===== src/rtl/csc_line_arbiter_pkg.sv =====
// Shared defaults and types for the line-granting colour-space-converter arbiter.
// Pixel packing: ycc = {Y, Cb, Cr}, rgb = {R, G, B}, each DSIZE bits, first component in the MSBs.
package csc_pkg;

    localparam int DSIZE_DEF    = 16;
    localparam int CSC_LAT_DEF  = 4;
    localparam int MAX_LINE_DEF = 4096;

    // Tag carried alongside each pixel through the converter: {de, id, last}
    localparam int TAG_W  = 3;
    localparam int TAG_DE = 2;

    typedef enum logic [1:0] {
        IDLE = 2'd0,
        G0   = 2'd1,
        G1   = 2'd2
    } state_t;

endpackage


===== src/rtl/csc_line_arbiter_tag_pipe.sv =====
// Fixed-depth shift register that carries {de, id, last} in lock-step with the converter pipeline.
module csc_tag_pipe
    import csc_pkg::*;
#(
    parameter int DEPTH = CSC_LAT_DEF,
    parameter int WIDTH = TAG_W
) (
    input  logic             clock,
    input  logic             rst,
    input  logic [WIDTH-1:0] din,
    output logic [WIDTH-1:0] dout,
    output logic             any_valid
);

    logic [WIDTH-1:0] stage_r [DEPTH];

    // Shift one stage per cycle; reset drops every in-flight tag
    always_ff @(posedge clock) begin
        if (rst) begin
            for (int i = 0; i < DEPTH; i++) begin
                stage_r[i] <= {WIDTH{1'b0}};
            end
        end else begin
            stage_r[0] <= din;
            for (int i = 1; i < DEPTH; i++) begin
                stage_r[i] <= stage_r[i-1];
            end
        end
    end

    assign dout = stage_r[DEPTH-1];

    // OR of the de bit across all stages
    always_comb begin
        any_valid = 1'b0;
        for (int i = 0; i < DEPTH; i++) begin
            any_valid = any_valid | stage_r[i][TAG_DE];
        end
    end

endmodule


===== src/rtl/csc_line_arbiter.sv =====
// Shares one fixed-latency YCbCr->RGB converter between two streams, granting whole lines
// round-robin and re-tagging the converter output with source id and end-of-line.
module csc_line_arbiter
    import csc_pkg::*;
#(
    parameter int DSIZE    = DSIZE_DEF,
    parameter int CSC_LAT  = CSC_LAT_DEF,
    parameter int MAX_LINE = MAX_LINE_DEF
) (
    input  logic               clock,
    input  logic               rst,
    input  logic               s0_valid,
    input  logic               s0_last,
    input  logic [3*DSIZE-1:0] s0_ycc,
    output logic               s0_ready,
    input  logic               s1_valid,
    input  logic               s1_last,
    input  logic [3*DSIZE-1:0] s1_ycc,
    output logic               s1_ready,
    output logic               csc_de,
    output logic [3*DSIZE-1:0] csc_ycc,
    input  logic [3*DSIZE-1:0] csc_rgb,
    output logic               m_valid,
    output logic               m_id,
    output logic               m_last,
    output logic [3*DSIZE-1:0] m_rgb,
    output logic               line_abort,
    output logic               busy
);

    localparam int LW = $clog2(MAX_LINE);
    localparam logic [LW-1:0] CNT_LAST = LW'(MAX_LINE - 1);

    state_t             state_r;
    state_t             state_next_s;
    logic               rr_r;
    logic [LW-1:0]      pix_cnt_r;
    logic               xfer_s;
    logic               gnt_id_s;
    logic               gnt_last_s;
    logic [3*DSIZE-1:0] gnt_ycc_s;
    logic               at_max_s;
    logic               force_rel_s;
    logic               tag_id_r;
    logic               tag_last_r;
    logic [TAG_W-1:0]   tag_out_s;
    logic               pipe_busy_s;

    assign s0_ready    = (state_r == G0);
    assign s1_ready    = (state_r == G1);
    assign at_max_s    = (pix_cnt_r == CNT_LAST);
    assign force_rel_s = xfer_s & at_max_s & ~gnt_last_s;

    // Next-state and granted-stream mux
    always_comb begin
        state_next_s = state_r;
        xfer_s       = 1'b0;
        gnt_id_s     = 1'b0;
        gnt_last_s   = 1'b0;
        gnt_ycc_s    = s0_ycc;
        case (state_r)
            IDLE: begin
                if (s0_valid && (!s1_valid || !rr_r)) begin
                    state_next_s = G0;
                end else if (s1_valid && (!s0_valid || rr_r)) begin
                    state_next_s = G1;
                end else begin
                    state_next_s = IDLE;
                end
            end
            G0: begin
                xfer_s     = s0_valid;
                gnt_last_s = s0_last;
                if (xfer_s && (s0_last || at_max_s)) begin
                    state_next_s = IDLE;
                end else begin
                    state_next_s = G0;
                end
            end
            G1: begin
                xfer_s     = s1_valid;
                gnt_id_s   = 1'b1;
                gnt_last_s = s1_last;
                gnt_ycc_s  = s1_ycc;
                if (xfer_s && (s1_last || at_max_s)) begin
                    state_next_s = IDLE;
                end else begin
                    state_next_s = G1;
                end
            end
            default: begin
                state_next_s = IDLE;
            end
        endcase
    end

    // State register
    always_ff @(posedge clock) begin
        if (rst) begin
            state_r <= IDLE;
        end else begin
            state_r <= state_next_s;
        end
    end

    // Line pixel counter and round-robin pointer (favour the other stream after each line)
    always_ff @(posedge clock) begin
        if (rst) begin
            pix_cnt_r <= {LW{1'b0}};
            rr_r      <= 1'b0;
        end else begin
            if (state_r == IDLE) begin
                pix_cnt_r <= {LW{1'b0}};
            end else if (xfer_s) begin
                pix_cnt_r <= pix_cnt_r + LW'(1);
            end else begin
                pix_cnt_r <= pix_cnt_r;
            end
            if ((state_r != IDLE) && (state_next_s == IDLE)) begin
                rr_r <= (state_r == G0);
            end else begin
                rr_r <= rr_r;
            end
        end
    end

    // Converter input register plus the tag that travels with it
    always_ff @(posedge clock) begin
        if (rst) begin
            csc_de     <= 1'b0;
            csc_ycc    <= {3*DSIZE{1'b0}};
            tag_id_r   <= 1'b0;
            tag_last_r <= 1'b0;
            line_abort <= 1'b0;
        end else begin
            csc_de     <= xfer_s;
            csc_ycc    <= xfer_s ? gnt_ycc_s : csc_ycc;
            tag_id_r   <= xfer_s & gnt_id_s;
            tag_last_r <= xfer_s & (gnt_last_s | at_max_s);
            line_abort <= force_rel_s;
        end
    end

    csc_tag_pipe #(
        .DEPTH (CSC_LAT),
        .WIDTH (TAG_W)
    ) u_tag_pipe (
        .clock     (clock),
        .rst       (rst),
        .din       ({csc_de, tag_id_r, tag_last_r}),
        .dout      (tag_out_s),
        .any_valid (pipe_busy_s)
    );

    // Converter has no reset, so its output is masked until a valid tag lines up with it
    assign {m_valid, m_id, m_last} = tag_out_s;
    assign m_rgb = m_valid ? csc_rgb : {3*DSIZE{1'b0}};
    assign busy  = (state_r != IDLE) | csc_de | pipe_busy_s;

endmodule


===== config.mk =====
export PLATFORM = sky130hd
export DESIGN_NAME = csc_line_arbiter
export DESIGN_NICKNAME = d
export VERILOG_FILES = /design/src/rtl/csc_line_arbiter_pkg.sv /design/src/rtl/csc_line_arbiter_tag_pipe.sv /design/src/rtl/csc_line_arbiter.sv
export SDC_FILE = /design/constraint.sdc
export NUM_CORES = 1
export LEC_CHECK = 0
export ABC_CLOCK_PERIOD_IN_PS = 4560
export CELL_PAD_IN_SITES_DETAIL_PLACEMENT = 1
export CELL_PAD_IN_SITES_GLOBAL_PLACEMENT = 1
export CORE_MARGIN = 3
export CORE_UTILIZATION = 26
export DETAILED_ROUTE_END_ITERATION = 7
export GPL_TIMING_DRIVEN = 0
export PLACE_DENSITY_LB_ADDON = 0.15
export SKIP_CTS_REPAIR_TIMING = 1
export SLEW_MARGIN = 25
export SYNTH_ARGS = -nofsm -noshare
export SYNTH_HDL_FRONTEND = slang
export SYNTH_SLANG_ARGS = --single-unit

===== constraint.sdc =====
create_clock -name clock -period 4.56 [get_ports clock]
set_input_delay 0.456 -clock clock [delete_from_list [all_inputs] [get_ports clock]]
set_output_delay 0.456 -clock clock [all_outputs]
set_load 0.05 [all_outputs]

# [Word-level counts from Yosys, hierarchy flattened]
# Memory sizes are Yosys's and may differ from the RTL's.
# Cells that the tools add are included.
# Widths: inputs -> output; s select.
[totals] register_bits=67 ram_bits=12 output_inout_bits=104 memories=1
[classes] addsub=1 eq_ne=3 n_mux=17 bitwise=15 n_reduce_logical=16
[memory_table] memory="u_tag_pipe.stage_r" depth=4 width=3 read_ports=4 rd_ports_with_merged_regs=0 write_ports=4 line_no="csc_line_arbiter_tag_pipe.sv:15" rtl="logic [WIDTH-1:0] stage_r [DEPTH];"
[ops] operator="$mux 48" count=2
[ops] operator="$add 12x1->12 const B" count=1
[ops] operator="$eq 12x12->1 const B" count=1
[ops] operator="$mux 3" count=4
[ops] operator="$or 1x1->1" count=10
[ops] operator="$mux 2" count=3
[ops] operator="$pmux 2 s3" count=1
[ops] operator="$logic_and 1x1->1" count=5
[ops] operator="$mux 1" count=5
[ops] operator="$and 1x1->1" count=4
[ops] operator="$logic_not 2->1" count=2
[ops] operator="$logic_or 1x1->1" count=4
[ops] operator="$pmux 1 s2" count=2
[ops] operator="$logic_not 1->1" count=3
[ops] operator="$eq 2x1->1 const B" count=1
[ops] operator="$eq 2x2->1 const B" count=1
[ops] operator="$reduce_bool 2->1" count=1
[ops] operator="$reduce_or 2->1" count=1
[ops] operator="$not 1->1" count=1

# [Logic depth before layout (Yosys ltp)]
# Gate-level depths: netlist of run 1.
[depth] ltp_word=8 ltp_mapped=10 depth_no_buf=7

# [By module]
# A second synthesis of run 1 with hierarchy kept.
[hier_totals] cells_unflattened=401 hier_area_um2=3736.1
[modules_own_cells] module="csc_line_arbiter" n_inst=1 cells_each=372 area_per_inst_um2=3385.7 seq_area_each_um2=1341.3
[modules_own_cells] module="csc_tag_pipe" n_inst=1 cells_each=29 area_per_inst_um2=350.3 seq_area_each_um2=240.2

# [Worst setup path after synthesis of run 1]
# OpenSTA, ideal clock, no wires.
[synth_timing] kind="reg-to-reg" from="reg state_r[0]" to="reg csc_ycc[0]" setup_time_ps=86 t_arrival_ps=2075 required_ps=4474 path_slack_ps=2399 stages_incl_launch_ff=10 period_less_slack_ps=2161 path_cell_list="dfxtp_1 inv_1 ha_1 clkbuf_1 a22o_1 and2_1 buf_2 clkbuf_1 nor2_1 a211oi_1"
[synth_between] elab_chain_cells=2 word_cells_on_any_way=4
[synth_rtl] item="from (decl)" line_no="csc_line_arbiter.sv:34" rtl="state_t state_r;"
[synth_rtl] item="from (signal assigned)" line_no="csc_line_arbiter.sv:102" rtl="state_r <= state_next_s;"
[synth_rtl] item="$eq 2x2->1 *"
[synth_rtl] item="net s1_ready" line_no="csc_line_arbiter.sv:19" rtl="output logic s1_ready,"
[synth_rtl] item="$pmux 1 s2 / $mux 48 (equally long branches)" line_no="csc_line_arbiter.sv:61" rtl="case (state_r)"
[synth_rtl] item="to (signal assigned)" line_no="csc_line_arbiter.sv:131" rtl="csc_ycc <= {3*DSIZE{1'b0}};"
[synth_rtl] item="to (signal assigned)" line_no="csc_line_arbiter.sv:137" rtl="csc_ycc <= xfer_s ? gnt_ycc_s : csc_ycc;"
[synth_rtl] item="to (decl)" line_no="csc_line_arbiter.sv:21" rtl="output logic [3*DSIZE-1:0] csc_ycc,"
# The timed path passes the listed nets; every way through them passes the cells marked *.
# A chain may end at the register's enable or synchronous reset.

==> implementation parameters, run 1 <==
Parameter                              Value

Status
  Status ... finished, final reports clean

Yosys
  Number of standard cells after synthesis ... 399
  #FFs+latches synth ... 79
  Netlist area before placement ... 0.003666 sq mm
  Total number of yosys warnings ... 0
  Avg Synthesized Cell Area ... 9.188 sq um
  Synth unique cells ... 36
  Post-synthesis sequential area ratio ... 43.14%
  Synthesized Nets ... 554

Clocking
  Clock insertion delay at the later pin of the skew report ... 0.33 ns
  TritonCTS clock tree ... built
  CTS sink count ... 79
  Deepest level of the CTS H-tree ... 3
  Clock tree root buffer cell ... sky130_fd_sc_hd__clkbuf_16
  Clk pin slew, worst setup/hold paths ... 0.06 ns
  TritonCTS buffer count ... 9
  Longest Clk Path Bufs ... 2

Setup path
  Worst Path Arrival ... 2.39 ns
  Longest individual stage delay on the worst path ... 0.83 ns
  Sort of element at the start of the critical path ... flip-flop
  Worst-case register-to-register setup slack ... 2.09 ns
  Crit end category ... output pin
  Crit path cell chain ... clkbuf_1 > clkbuf_1 > nand3b_1 > clkdlybuf4s50_1
  Type of the setup path with the least slack ... reg2out
  Maximum net fanout on the critical path ... 10
  Crit-path slowest cell ... sky130_fd_sc_hd__clkdlybuf4s50_1
  Largest delay share family, worst path ... buffers and inverters
  Buf+Inv Stages, Crit Path ... 3
  Worst EP required ... 4.10 ns
  Crit path top cell by count ... sky130_fd_sc_hd__clkbuf_1

Finish
  N_diodes ... 0
  Net count of the finished layout ... 817
  Growth of design area from synthesis to finish ... 82.94%
  Count of filler cells inserted in the layout ... 1565
  Multi-input combinational cell area ... 0.001934 sq mm
  Layout cells sized above 1 ... 4.204%
  Commonest non-fill, non-tap cell in the layout ... sky130_fd_sc_hd__clkdlybuf4s50_1
  Reg area ... 0.001582 sq mm
  Leading cell types in the layout, fill and taps excluded ... sky130_fd_sc_hd__clkdlybuf4s50_1, sky130_fd_sc_hd__dfxtp_1, sky130_fd_sc_hd__nor2_1
  Final instance area ... 0.006706 sq mm
  Non-filler instance count after layout ... 842

Die
  Full die area ... 0.01556 sq mm
  Initial cell density of the core ... 27.14%
  Horizontal die dimension ... 124.7 microns
  Top-level port count ... 254
  Rows ... 42
  Die H ... 124.7 microns
  Area of the core ... 0.01351 sq mm

STA
  RSZ-0062 raised after global routing ... no
  Setup TNS ... 0 ns
  Slew headroom ... 52.24%
  Max Clk Rate ... 0.3513 GHz
  Final hold viol count ... 0
  Final setup violation count ... 0
  Count of final max-slew check failures ... 0
  Final critical path time including I/O delays and setup ... 2.846 ns
  Measured slew at the worst slew-check pin ... 0.7165 ns
  Setup Skew ... 0.006612 ns
  Fraction of the cycle the final worst path needs ... 62.42%

Place
  Final GP Congestion ... 0.9783
  Number of placed instances, taps included ... 827
  HPWL Detailed ... 12210 microns
  Number of I/O port buffers ... 252
  Standard cell area after detailed placement ... 0.006409 sq mm

GRT
  Number of global-route vias before repair ... 4240
  Antenna violations before repair ... 0
  Grt ovf ... 0
  First-pass GRT wire length ... 22400 microns
  Tot GR Track Use ... 18.09%
  Largest net degree at the start of global routing ... 13

Route
  Wire length after detailed routing ... 14720 microns
  Routed WL per cell ... 17.48 microns
  Overall via count from detail_route ... 3905
  Remaining routing DRC violations ... 0
  Starting DRC count in detailed routing ... 77
  First-pass detailed-route iteration total ... 4
  Post-route antenna net violation count ... 0
  Post-detailed-route via-to-cell ratio ... 4.638

Power and ir drop
  Power per cell area ... 290.5 mW/mm^2
  Sequential fraction of design power ... 38.0%
  Switching power total ... 546.7 uW
  Maximum VDD drop ... 135.3 uV
  Sw Ratio ... 28.06%
  Logic pwr share ... 25.3%
  Part of the total power dissipated in the clock network ... 36.8%
  Cell Int Power ... 1402 uW
  P_leak ... 0.002337 uW

Run
  Max Cap Viol ... 0

Worst hold path
  Kind of path behind the tightest hold check ... reg2reg
routing by layer:
metal	wire [microns]	global-route usage [%]
met5	0	0
met3	1154	4.889
met4	465	7.608
met1	5631	18.72
met2	7466	34.03
cell type report:
cell class / instances / share of cell area, %
Timing Repair Buffer: 252 / 37.61
Multi-Input combinational cell: 282 / 28.84
Sequential cell: 79 / 23.58
Clock buffer: 11 / 3.769
Tap cell: 176 / 3.284
Buffer: 31 / 1.847
Clock inverter: 4 / 0.6716
Inverter: 7 / 0.3918
sequential cells by signal, summed over array words and instances, names as in the netlist:
name	flops
tag_last_r	1
u_tag_pipe.stage_r	12
csc_de	1
line_abort	1
rr_r	1
tag_id_r	1
csc_ycc	48
pix_cnt_r	12
state_r	2
metrics by stage:
| step | setup slack, ns | util (%) | total power, uW | hold slack, ns |
|---|---|---|---|---|
| final | 1.714 | 49.66 | 1948 | 0.4386 |
| after global routing | 1.512 | 49.66 | 2026 | 0.4669 |
| after CTS | 1.596 | 49.66 | 1974 | 0.4473 |
| after detailed placement | 1.954 | 47.45 | 1251 | 0.4239 |
| after global placement | 2.011 | 47.45 | 1241 | 0.4180 |
| after floorplan | 2.399 | - | 1009 | 0.4138 |
power groups by stage:
stage               clock (uW)  sequential, uW  combinational, uW
global placement             0             752                489
detailed placement           0             754                496
global route               757             744                525
floorplan                    0             849                160
CTS                        735             740                499
finish                     717             739                492
kinds of logic (layout without fill, tap and decap cells):
| logic type | count (synthesis) | in the layout | share of synthesized area, % |
|---|---|---|---|
| multiplexers | 50 | 50 | 13.65 |
| buffers and inverters | 38 | 305 | 4.096 |
| AO/OA/AOI/OAI | 63 | 63 | 13.28 |
| AND/OR/NAND/NOR | 155 | 155 | 21.98 |
| flip-flops | 79 | 79 | 43.14 |
| adder cells (fa/ha/maj) | 5 | 5 | 1.706 |
| XOR/XNOR | 9 | 9 | 2.150 |
final timing paths:
path | start | end | depth (start not counted)
max | u_tag_pipe.stage_r[3][2]$_SDFF_PP0_ | busy | 4
min | u_tag_pipe.stage_r[1][0]$_SDFF_PP0_ | u_tag_pipe.stage_r[2][0]$_SDFF_PP0_ | 1
max reg2reg | state_r[0]$_SDFF_PP0_ | csc_ycc[3]$_SDFFE_PP0P_ | 9
min reg2reg | u_tag_pipe.stage_r[1][0]$_SDFF_PP0_ | u_tag_pipe.stage_r[2][0]$_SDFF_PP0_ | 1
Yosys cell counts (all sizes together):
cell / n / area (sq um)
a2111oi: 1 / 8.760
a211o: 1 / 8.760
a211oi: 49 / 367.9
a21bo: 1 / 10.01
a21oi: 3 / 15.01
a22o: 1 / 8.760
a311oi: 1 / 8.760
a31oi: 1 / 21.27
and2: 51 / 319.1
and4: 1 / 8.760
buf: 8 / 37.54
clkbuf: 23 / 86.33
dfxtp: 79 / 1582
ha: 5 / 62.56
inv: 7 / 26.28
mux2i: 50 / 500.5
nand2: 13 / 48.80
nand3: 4 / 20.02
nand3b: 1 / 7.510
nand4: 4 / 40.04
nor2: 59 / 221.5
nor2b: 14 / 87.58
nor3: 3 / 15.01
nor4: 1 / 6.260
o21ai: 2 / 10.01
o22ai: 1 / 6.260
o31ai: 1 / 12.51
o41ai: 1 / 8.760
or2: 1 / 6.260
or3: 2 / 13.77
or4: 1 / 11.26
xnor2: 3 / 26.28
xor2: 6 / 52.55
No activity file was read; power rests on OpenSTA's default activity.
==> run 2: changes to the inputs <==
Settings changed: ABC_CLOCK_PERIOD_IN_PS 4560 to 2700, CORE_UTILIZATION 26 to 24.
Clock period 4.56 ns to 2.7 ns, I/O delays scaled along.
==> implementation parameters, run 2 (synthesized netlist as in run 1, its figures left out) <==
Parameter                              Value

Finish
  N_diodes ... 0
  Growth of design area from synthesis to finish ... 83.93%
  Register with the most flip-flops ... csc_ycc
  Layout cells sized above 1 ... 4.054%
  Commonest non-fill, non-tap cell in the layout ... sky130_fd_sc_hd__clkdlybuf4s50_1
  Net count of the finished layout ... 817
  Count of filler cells inserted in the layout ... 1698
  Leading cell types in the layout, fill and taps excluded ... sky130_fd_sc_hd__clkdlybuf4s50_1, sky130_fd_sc_hd__dfxtp_1, sky130_fd_sc_hd__nor2_1
  Max reg flops ... 48
  Final instance area ... 0.006743 sq mm
  Biggest regs ... csc_ycc x48, pix_cnt_r x12, u_tag_pipe.stage_r x12

GRT
  Grt ovf ... 0
  First-pass GRT wire length ... 20120 microns
  Number of global-route vias before repair ... 3924
  Largest net degree at the start of global routing ... 13
  Antenna violations before repair ... 0
  Tot GR Track Use ... 15.39%

Status
  Status ... finished, final reports clean

Setup path
  Crit end category ... output pin
  Worst Path Arrival ... 2.10 ns
  Worst EP required ... 2.43 ns
  Sort of element at the start of the critical path ... flip-flop
  Maximum net fanout on the critical path ... 10
  Type of the setup path with the least slack ... reg2out

STA
  Slew headroom ... 53.53%
  Post-layout worst setup margin ... 0.3279 ns
  Max Clk Rate ... 0.4216 GHz
  Setup TNS ... 0 ns
  RSZ-0062 raised after global routing ... no
  Count of final max-slew check failures ... 0
  Measured slew at the worst slew-check pin ... 0.6970 ns
  Setup Skew ... 0.005573 ns
  Fraction of the cycle the final worst path needs ... 87.86%
  Final critical path time including I/O delays and setup ... 2.372 ns
  Final setup violation count ... 0
  Final hold viol count ... 0

Power and ir drop
  Cell Int Power ... 2370 uW
  Sequential fraction of design power ... 38.1%
  Part of the total power dissipated in the clock network ... 36.8%
  Switching power total ... 906.6 uW
  P_leak ... 0.002512 uW
  Power per cell area ... 486.0 mW/mm^2
  Logic pwr share ... 25.1%
  Sw Ratio ... 27.67%
  Maximum VDD drop ... 308.7 uV

Route
  Wire length after detailed routing ... 13600 microns
  Post-route antenna net violation count ... 0
  Remaining routing DRC violations ... 0
  Starting DRC count in detailed routing ... 55
  Overall via count from detail_route ... 3857
  First-pass detailed-route iteration total ... 4
  Routed WL per cell ... 16.00 microns
  Post-detailed-route via-to-cell ratio ... 4.538

Die
  Area of the core ... 0.01475 sq mm
  Full die area ... 0.01679 sq mm
  Top-level port count ... 254
  Initial cell density of the core ... 24.85%
  Die H ... 129.6 microns
  Horizontal die dimension ... 129.6 microns
  Rows ... 44

Clocking
  CTS sink count ... 79
  Deepest level of the CTS H-tree ... 3
  Clock insertion delay at the later pin of the skew report ... 0.33 ns
  TritonCTS clock tree ... built
  Clk pin slew, worst setup/hold paths ... 0.06 ns
  TritonCTS buffer count ... 9
  Longest Clk Path Bufs ... 2
  Clock tree root buffer cell ... sky130_fd_sc_hd__clkbuf_16

Place
  Standard cell area after detailed placement ... 0.006419 sq mm
  Number of I/O port buffers ... 252
  HPWL Detailed ... 11220 microns
  Worst Setup Slack post-DPL ... 0.2657 ns
  Final GP Congestion ... 0.7373

Worst hold path
  Kind of path behind the tightest hold check ... reg2reg

Run
  Max Cap Viol ... 0
-- run 2: changes by cell type in the layout (fill, tap and decap cells not counted) --
cell                              delta
sky130_fd_sc_hd__clkinvlp_4          +1
sky130_fd_sc_hd__clkbuf_1            +1
sky130_fd_sc_hd__clkinv_2            -2
sky130_fd_sc_hd__clkdlybuf4s50_1    -10
sky130_fd_sc_hd__dlymetal6s2s_1     +10
-- run 2: routing by layer --
metal	vias up	global-route usage, %	wire length (microns)
li1	1901	-	-
met1	1762	16.22	5086
met2	183	27.33	6661
met3	11	7.378	1688
met4	0	4.401	167
met5	-	0	0
-- run 2: final cells by class --
cell class / count / area, sq um / share of cell area [%]
clock inverters: 3 / 42.54 / 0.6309
clock buffers: 12 / 256.5 / 3.804
plain buffers: 31 / 123.9 / 1.837
inverters: 7 / 26.28 / 0.3897
multi-input cells: 282 / 1934 / 28.69
well taps: 184 / 230.2 / 3.414
repair buffers: 252 / 2547 / 37.78
flip-flops and latches: 79 / 1582 / 23.46
-- run 2: per-stage QoR --
stage          power, uW  util, %  hold WS (ns)  std cells
2_1_floorplan       1703        -        0.4138        399
3_3_place_gp        2093    43.50        0.4144        835
3_5_place_dp        2106    43.50        0.4258        835
4_1_cts             3333    45.53        0.4395        850
5_1_grt             3440    45.70        0.4560        850
6_report            3277    45.70        0.4367        850
-- run 2: final timing paths --
path / startpoint / endpoint / slack (ns) / depth (start not counted)
setup reg to reg: state_r[0]$_SDFF_PP0_ / csc_ycc[10]$_SDFFE_PP0P_ / 0.34 / 9
hold / removal: u_tag_pipe.stage_r[1][1]$_SDFF_PP0_ / u_tag_pipe.stage_r[2][1]$_SDFF_PP0_ / 0.44 / 1
setup / recovery: u_tag_pipe.stage_r[3][2]$_SDFF_PP0_ / m_rgb[34] / 0.33 / 3
hold reg to reg: u_tag_pipe.stage_r[1][1]$_SDFF_PP0_ / u_tag_pipe.stage_r[2][1]$_SDFF_PP0_ / 0.44 / 1
-- run 2: critical path: stages, from the launching register on --
cell and delay, ns:
sky130_fd_sc_hd__dfxtp_1 0.43, sky130_fd_sc_hd__clkbuf_1 0.27, sky130_fd_sc_hd__and2_1 0.24, sky130_fd_sc_hd__clkdlybuf4s50_1 0.83
-- run 2: power by group through the flow --
stage / Sequential [uW] / Combinational [uW] / Clock (uW)
4_1_cts: 1250 / 836 / 1250
6_report: 1250 / 822 / 1210
5_1_grt: 1250 / 884 / 1300
3_5_place_dp: 1270 / 833 / 0
2_1_floorplan: 1430 / 270 / 0
3_3_place_gp: 1270 / 823 / 0
==> run 3: changes to the inputs <==
Settings changed: CAP_MARGIN set to 20.
==> results of run 3 <==
No change in the layout: final DEF, timing and power equal those of run 2.
